<file path="src/rtl/ffd_reg_arbiter_if.sv">
// Request/grant/ack bus between two requesters and the shared-register arbiter.
interface ffd_reg_arbiter_if #(
    parameter int unsigned WIDTH = 4,
    parameter int unsigned CNT_W = 3
);
    logic             req_a;
    logic [WIDTH-1:0] data_a;
    logic             req_b;
    logic [WIDTH-1:0] data_b;
    logic             gnt_a;
    logic             gnt_b;
    logic             ack_a;
    logic             ack_b;
    logic [WIDTH-1:0] q;
    logic             busy;
    logic [CNT_W-1:0] wr_count;

    modport master (
        output req_a, data_a, req_b, data_b,
        input  gnt_a, gnt_b, ack_a, ack_b, q, busy, wr_count
    );

    modport slave (
        input  req_a, data_a, req_b, data_b,
        output gnt_a, gnt_b, ack_a, ack_b, q, busy, wr_count
    );
endinterface

</file>
<file path="src/rtl/ffd_reg_arbiter.sv">
// Round-robin arbiter that sequences loads of a shared register from two requesters
// and counts completed writes.
module ffd_reg_arbiter #(
    parameter int unsigned WIDTH = 4,
    parameter int unsigned CNT_W = 3
) (
    input  logic             clk,
    input  logic             rst_n,
    ffd_reg_arbiter_if.slave bus
);
    typedef enum logic [1:0] {
        IDLE  = 2'd0,
        GNT_A = 2'd1,
        GNT_B = 2'd2
    } state_t;

    state_t           state;
    logic [WIDTH-1:0] q_r;
    logic [CNT_W-1:0] wr_count_r;
    logic             gnt_a_r;
    logic             gnt_b_r;
    logic             ack_a_r;
    logic             ack_b_r;
    logic             busy_r;
    logic             last_b;
    logic             elig_a_c;
    logic             elig_b_c;

    // A requester acked last cycle is still dropping req, so it sits out one round.
    assign elig_a_c = bus.req_a & ~ack_a_r;
    assign elig_b_c = bus.req_b & ~ack_b_r;

    always_ff @(posedge clk) begin
        if (!rst_n) begin
            state      <= IDLE;
            q_r        <= '0;
            wr_count_r <= '0;
            gnt_a_r    <= 1'b0;
            gnt_b_r    <= 1'b0;
            ack_a_r    <= 1'b0;
            ack_b_r    <= 1'b0;
            busy_r     <= 1'b0;
            last_b     <= 1'b1;
        end else begin
            ack_a_r <= 1'b0;
            ack_b_r <= 1'b0;
            case (state)
                IDLE: begin
                    if (elig_a_c && (!elig_b_c || last_b)) begin
                        state   <= GNT_A;
                        gnt_a_r <= 1'b1;
                        busy_r  <= 1'b1;
                    end else if (elig_b_c) begin
                        state   <= GNT_B;
                        gnt_b_r <= 1'b1;
                        busy_r  <= 1'b1;
                    end
                end
                GNT_A: begin
                    state   <= IDLE;
                    gnt_a_r <= 1'b0;
                    busy_r  <= 1'b0;
                    // A withdrawn request aborts: nothing loaded, no ack.
                    if (bus.req_a) begin
                        q_r        <= bus.data_a;
                        ack_a_r    <= 1'b1;
                        last_b     <= 1'b0;
                        wr_count_r <= wr_count_r + CNT_W'(1);
                    end
                end
                GNT_B: begin
                    state   <= IDLE;
                    gnt_b_r <= 1'b0;
                    busy_r  <= 1'b0;
                    if (bus.req_b) begin
                        q_r        <= bus.data_b;
                        ack_b_r    <= 1'b1;
                        last_b     <= 1'b1;
                        wr_count_r <= wr_count_r + CNT_W'(1);
                    end
                end
                default: begin
                    state   <= IDLE;
                    gnt_a_r <= 1'b0;
                    gnt_b_r <= 1'b0;
                    busy_r  <= 1'b0;
                end
            endcase
        end
    end

    assign bus.gnt_a    = gnt_a_r;
    assign bus.gnt_b    = gnt_b_r;
    assign bus.ack_a    = ack_a_r;
    assign bus.ack_b    = ack_b_r;
    assign bus.q        = q_r;
    assign bus.busy     = busy_r;
    assign bus.wr_count = wr_count_r;
endmodule

</file>
<file path="src/flat_wrapper.sv">
// flat-port wrapper written by rule: the top's interface ports become plain ports
module ffd_reg_arbiter_flat 
#(
    parameter int unsigned WIDTH = 4,
    parameter int unsigned CNT_W = 3
)
  (clk, rst_n, bus_req_a, bus_data_a, bus_req_b, bus_data_b, bus_gnt_a, bus_gnt_b, bus_ack_a, bus_ack_b, bus_q, bus_busy, bus_wr_count);
  ffd_reg_arbiter_if #(.WIDTH(WIDTH), .CNT_W(CNT_W)) bus_i ();
  input  logic clk;
  input  logic rst_n;
  input wire logic [$bits(bus_i.req_a)-1:0] bus_req_a;
  input wire logic [$bits(bus_i.data_a)-1:0] bus_data_a;
  input wire logic [$bits(bus_i.req_b)-1:0] bus_req_b;
  input wire logic [$bits(bus_i.data_b)-1:0] bus_data_b;
  output wire logic [$bits(bus_i.gnt_a)-1:0] bus_gnt_a;
  output wire logic [$bits(bus_i.gnt_b)-1:0] bus_gnt_b;
  output wire logic [$bits(bus_i.ack_a)-1:0] bus_ack_a;
  output wire logic [$bits(bus_i.ack_b)-1:0] bus_ack_b;
  output wire logic [$bits(bus_i.q)-1:0] bus_q;
  output wire logic [$bits(bus_i.busy)-1:0] bus_busy;
  output wire logic [$bits(bus_i.wr_count)-1:0] bus_wr_count;
  assign bus_i.req_a = bus_req_a;
  assign bus_i.data_a = bus_data_a;
  assign bus_i.req_b = bus_req_b;
  assign bus_i.data_b = bus_data_b;
  assign bus_gnt_a = bus_i.gnt_a;
  assign bus_gnt_b = bus_i.gnt_b;
  assign bus_ack_a = bus_i.ack_a;
  assign bus_ack_b = bus_i.ack_b;
  assign bus_q = bus_i.q;
  assign bus_busy = bus_i.busy;
  assign bus_wr_count = bus_i.wr_count;
  ffd_reg_arbiter #(.WIDTH(WIDTH), .CNT_W(CNT_W)) u_core (.clk(clk), .rst_n(rst_n), .bus(bus_i));
endmodule
</file>
<file path="config.mk">
export PLATFORM = sky130hd
export DESIGN_NAME = ffd_reg_arbiter_flat
export DESIGN_NICKNAME = d
export VERILOG_FILES = /design/src/rtl/ffd_reg_arbiter_if.sv /design/src/rtl/ffd_reg_arbiter.sv /design/src/flat_wrapper.sv
export SDC_FILE = /design/constraint.sdc
export NUM_CORES = 1
export LEC_CHECK = 0
export CORE_MARGIN = 2
export CORE_UTILIZATION = 41
export DETAILED_ROUTE_END_ITERATION = 10
export PLACE_DENSITY = 0.75
export SLEW_MARGIN = 15
export SYNTH_ARGS = -nofsm -noshare
export SYNTH_HDL_FRONTEND = slang
export SYNTH_SLANG_ARGS = --single-unit
</file>
<file path="constraint.sdc">
create_clock -name clk -period 2 [get_ports clk]
set_clock_uncertainty 0.2 [all_clocks]
set_input_delay 0.2 -clock clk [delete_from_list [all_inputs] [get_ports clk]]
set_output_delay 0.2 -clock clk [all_outputs]
set_load 0.02 [all_outputs]
</file>
# Word-level counts from Yosys, hierarchy flattened
# Index checks and enable logic that the tools add are counted.
# Widths: inputs -> output; s select.
# totals
ff_bits	15
elab_cells	58
output_inout_bits	12
# op_classes
bitwise	8
add_sub_neg	1
n_eq_ne	7
reduce_logical	13
n_mux	19
# ops
op	n
$mux 1	10
$mux 4	2
$pmux 4 s2	1
$reduce_and 2->1	4
$mux 3	2
$ne 2x2->1 const B	3
$not 1->1	6
$pmux 1 s2	3
$pmux 3 s2	1
$reduce_and 3->1	2
$ne 2x1->1 const B	2
$reduce_bool 2->1	2
$add 3x1->3 const B	1
$reduce_or 3->1	1
$and 1x1->1	2
$eq 2x1->1 const B	1
$eq 2x2->1 const B	1
$logic_not 2->1	1
$logic_and 1x1->1	1
$logic_not 1->1	1
$logic_or 1x1->1	1

# Depth between registers and ports, before layout
# logic_depth
word_depth	7
mapped_depth	5

# Worst setup path before layout
# OpenSTA, ideal clock, no wires.
# synth_timing
path_kind	reg-to-reg
from	register u_core.state[1]
to	register u_core.wr_count_r[0], in the netlist u_core.bus.wr_count[0]
t_required_ns	1.685
path_buffers	1
synth_period_minus_slack_ns	1.461
arrival_time_ns	1.145
setup_time_ns	0.115
path_slack_ns	0.539
stages_incl_launch_ff	5
path_cell_list	dfxtp_1 and3b_1 buf_6 or3_1 and3_1
# synth_between
elab_chain_len	3
# synth_lines
element	line	source
from (decl)	ffd_reg_arbiter.sv:17	state_t state;
from (signal assigned)	ffd_reg_arbiter.sv:35	state <= IDLE;
from (signal assigned)	ffd_reg_arbiter.sv:50	state <= GNT_A;
from (signal assigned)	ffd_reg_arbiter.sv:54	state <= GNT_B;
$eq 2x2->1 or $eq 2x1->1 (tied branches)	ffd_reg_arbiter.sv:47	case (state)
$ne 2x2->1 (no source line) or $reduce_bool 2->1 (tied branches)	--	
$reduce_and 3->1 (no source line)	--	
to (signal assigned)	ffd_reg_arbiter.sv:68	wr_count_r <= wr_count_r + CNT_W'(1);
to (signal assigned)	ffd_reg_arbiter.sv:79	wr_count_r <= wr_count_r + CNT_W'(1);
to (decl)	ffd_reg_arbiter.sv:19	logic [CNT_W-1:0] wr_count_r;
# Several ways; a longest one is shown, not always the timed one.
# A chain may end at the register's enable or synchronous reset.

# Final worst setup path
# layout_timing
from	register u_core.wr_count_r[0], in the netlist u_core.bus.wr_count[0]
to	output bus_wr_count[0]
# layout_rtl
element	line	source
to (decl)	flat_wrapper.sv:21	output wire logic [$bits(bus_i.wr_count)-1:0] bus_wr_count;
# No word-level cell between the ends.

==> flow_metrics.tcl <==
set metrics [dict create \
    ys_ff_latch 15 \
    synth-seq-area-share_pct 46.8 \
    cts_root_buf "clkbuf_4" \
    crit_type "reg -> out" \
    clock_latency_ps 290 \
    gp_congestion 0.713 \
    io_pins 24 \
    antenna_left 0 \
    final_area_um2 892 \
    cts.sinks 15 \
    min_period_ps 1690 \
    hold_path.class "reg -> reg" \
    dieWidth_um 43.6 \
    wl_per_cell_um 12.8 \
    core_area_um2 1490 \
    cts_tree "done" \
    clk_pin_slew_ps 80 \
    rsz0062_at_grt "false" \
    ys_top_cells_by_count "dfxtp_1 (15), mux2i_1 (6), a21oi_1 (5), nand2_1 (5)" \
    start_util_pct 43.1 \
    dr_total_vias 545 \
    grt_max_degree 15 \
    drive_above_1_share_pct 6.74 \
    pwr_density_cell_nw_per_um2 707 \
    cts_resized 0 \
    synth_fa_ha_area_share_pct 1.95 \
    yosysWarnings 0 \
    cp_slowest_cell "clkdlybuf4s50_1" \
    max_freq_ghz 0.591 \
    critPathTopFamily "buffers and inverters" \
    synth_edf_count 0 \
    outcome "completed" \
    synthMuxAreaShare_pct 9.36 \
    grt_pass1_vias 494 \
    syn_nets 79 \
    yosys.area_share.simple_pct 18.9 \
    ys.flop_type "dfxtp_1" \
    p_leak_uw 0.000390 \
    grt.total_usage_pct 16.0 \
    synth_xor_area_share_pct 0 \
    yosys-top-cells-area "dfxtp_1 (47%), mux2i_1 (9.4%), o31ai_1 (4.7%), a21oi_1 (3.9%), buf_6 (3.5%)" \
    worstPathCellList "clkdlybuf4s50_1" \
    num-fill-cells 132 \
    synth_top_area_share_pct 46.8 \
    first_iter_violations 9 \
    antenna-diode-count 0 \
    die_height_um 43.6 \
    syn_area_per_cell_um2 9.73 \
    wl_um 1340 \
    max_stage_delay_ps 620 \
    viasPerCell 5.19 \
    cts_hold_buf 0 \
    slew_headroom_pct 80.5 \
    dr.pass1.iters 2 \
    required_ps 1600 \
    grt_pass1_wl_um 2170 \
    clk_path_buf_depth 2 \
    hold_viol_final 0 \
    worst_slew_pin_slew_ps 292 \
    finalSetupViolations 0 \
    io_buffer_count 23 \
    start_kind "flop" \
    synth.most_common_cell "dfxtp_1" \
    min_from "u_core.bus.gnt_a$_SDFFE_PN0P_" \
    cts_buffers 3 \
    cp-end-kind "output pin" \
    placed_area_um2 866 \
    peakVddDrop_mv 0.496 \
    crit_start "u_core.bus.wr_count[0]$_SDFFE_PN0P_" \
    tns_ps 0 \
    grt-ovfl-total 0 \
    path_max_fanout 4 \
    synth_top_area_cell "dfxtp_1" \
    htree_levels 1 \
    cts_setup_buffers 0 \
    synth_cells 66 \
    report.final.slew_viol_count 0 \
    crit_buf_inv 1 \
    dieArea_um2 1900 \
    dp_hpwl_um 990 \
    cp.arrival_ps 1290 \
    period_share_pct 84.5 \
    synth_area_um2 642 \
    synth_top_family_by_area "simple AND/OR/NAND/NOR gates" \
    antenna_found_initial 0 \
    rows 14 \
    postSynth.asyncResetShare_pct 0 \
    drc 0 \
    drv_cap 0 \
    synth-compound-area-share_pct 17.2 \
    nets 103 \
    synth_cell_type_count 25 \
    syn_to_final_growth_pct 39.0 \
    r2r-start "u_core.state[1]$_SDFFE_PP0P_" \
]
-- state kept, by name, indices dropped and copies added, names as in the netlist --
register and cells:
u_core.bus.busy 1, u_core.bus.q 4, u_core.state 2, u_core.bus.gnt_b 1, u_core.bus.wr_count 3, u_core.bus.ack_a 1
u_core.bus.ack_b 1, u_core.last_b 1, u_core.bus.gnt_a 1
-- cell usage in the layout, fill, tap and decap left out, types with 2 or more instances in the layout --
cell type and n:
o31ai_1 4, dfxtp_1 15, nor2_1 3, mux2i_1 6
nand2b_1 3, clkbuf_4 3, and3b_1 2, clkdlybuf4s50_1 23
o21ai_0 4, nand2_1 5, a21oi_1 5
-- metrics by stage --
stage	setup slack, ps	hold slack (ps)	power, uW	std cells	util (%)
finish	309	274	631	105	59.9
global placement	287	257	462	101	58.2
global route	260	309	668	105	59.9
detailed placement	224	266	465	101	58.2
CTS	296	278	637	105	59.9
floorplan	539	114	405	66	-
-- worst paths after layout --
path,slack [ps],cells past startpoint,to
max,310,1,bus_wr_count[0]
min,270,2,u_core.bus.gnt_a$_SDFFE_PN0P_
max reg2reg,420,3,u_core.bus.wr_count[0]$_SDFFE_PN0P_
min reg2reg,270,2,u_core.bus.gnt_a$_SDFFE_PN0P_
-- where the power goes --
group	leakage, uW	internal [uW]	switching (uW)	total, uW
combinational	0.000252	69.1	56.5	126
sequential	0.000123	318	13.7	332
clock	0.0000150	77.7	95.5	173
total	0.000390	465	166	631
-- routing by layer --
metal	up-vias	global-route usage, %	routed length, um
li1	276	-	-
met1	251	19.5	627
met2	13	23.2	608
met3	5	8.33	81
met4	0	7.27	24
met5	-	0	0
-- cell families after synthesis --
logic type / Yosys count
compound gates: 17
fa+ha+maj: 1
buf+inv: 6
flops: 15
mux: 6
simple gates: 21
-- layout make-up --
class	instances	area, um2	area share, %
flip-flops and latches	15	300	33.7
inverters	1	3.75	0.421
multi-input cells	45	304	34.1
well taps	16	20.0	2.24
repair buffers	24	238	26.6
clock buffers	4	26.3	2.95
No activity file was read; power rests on OpenSTA's default activity.
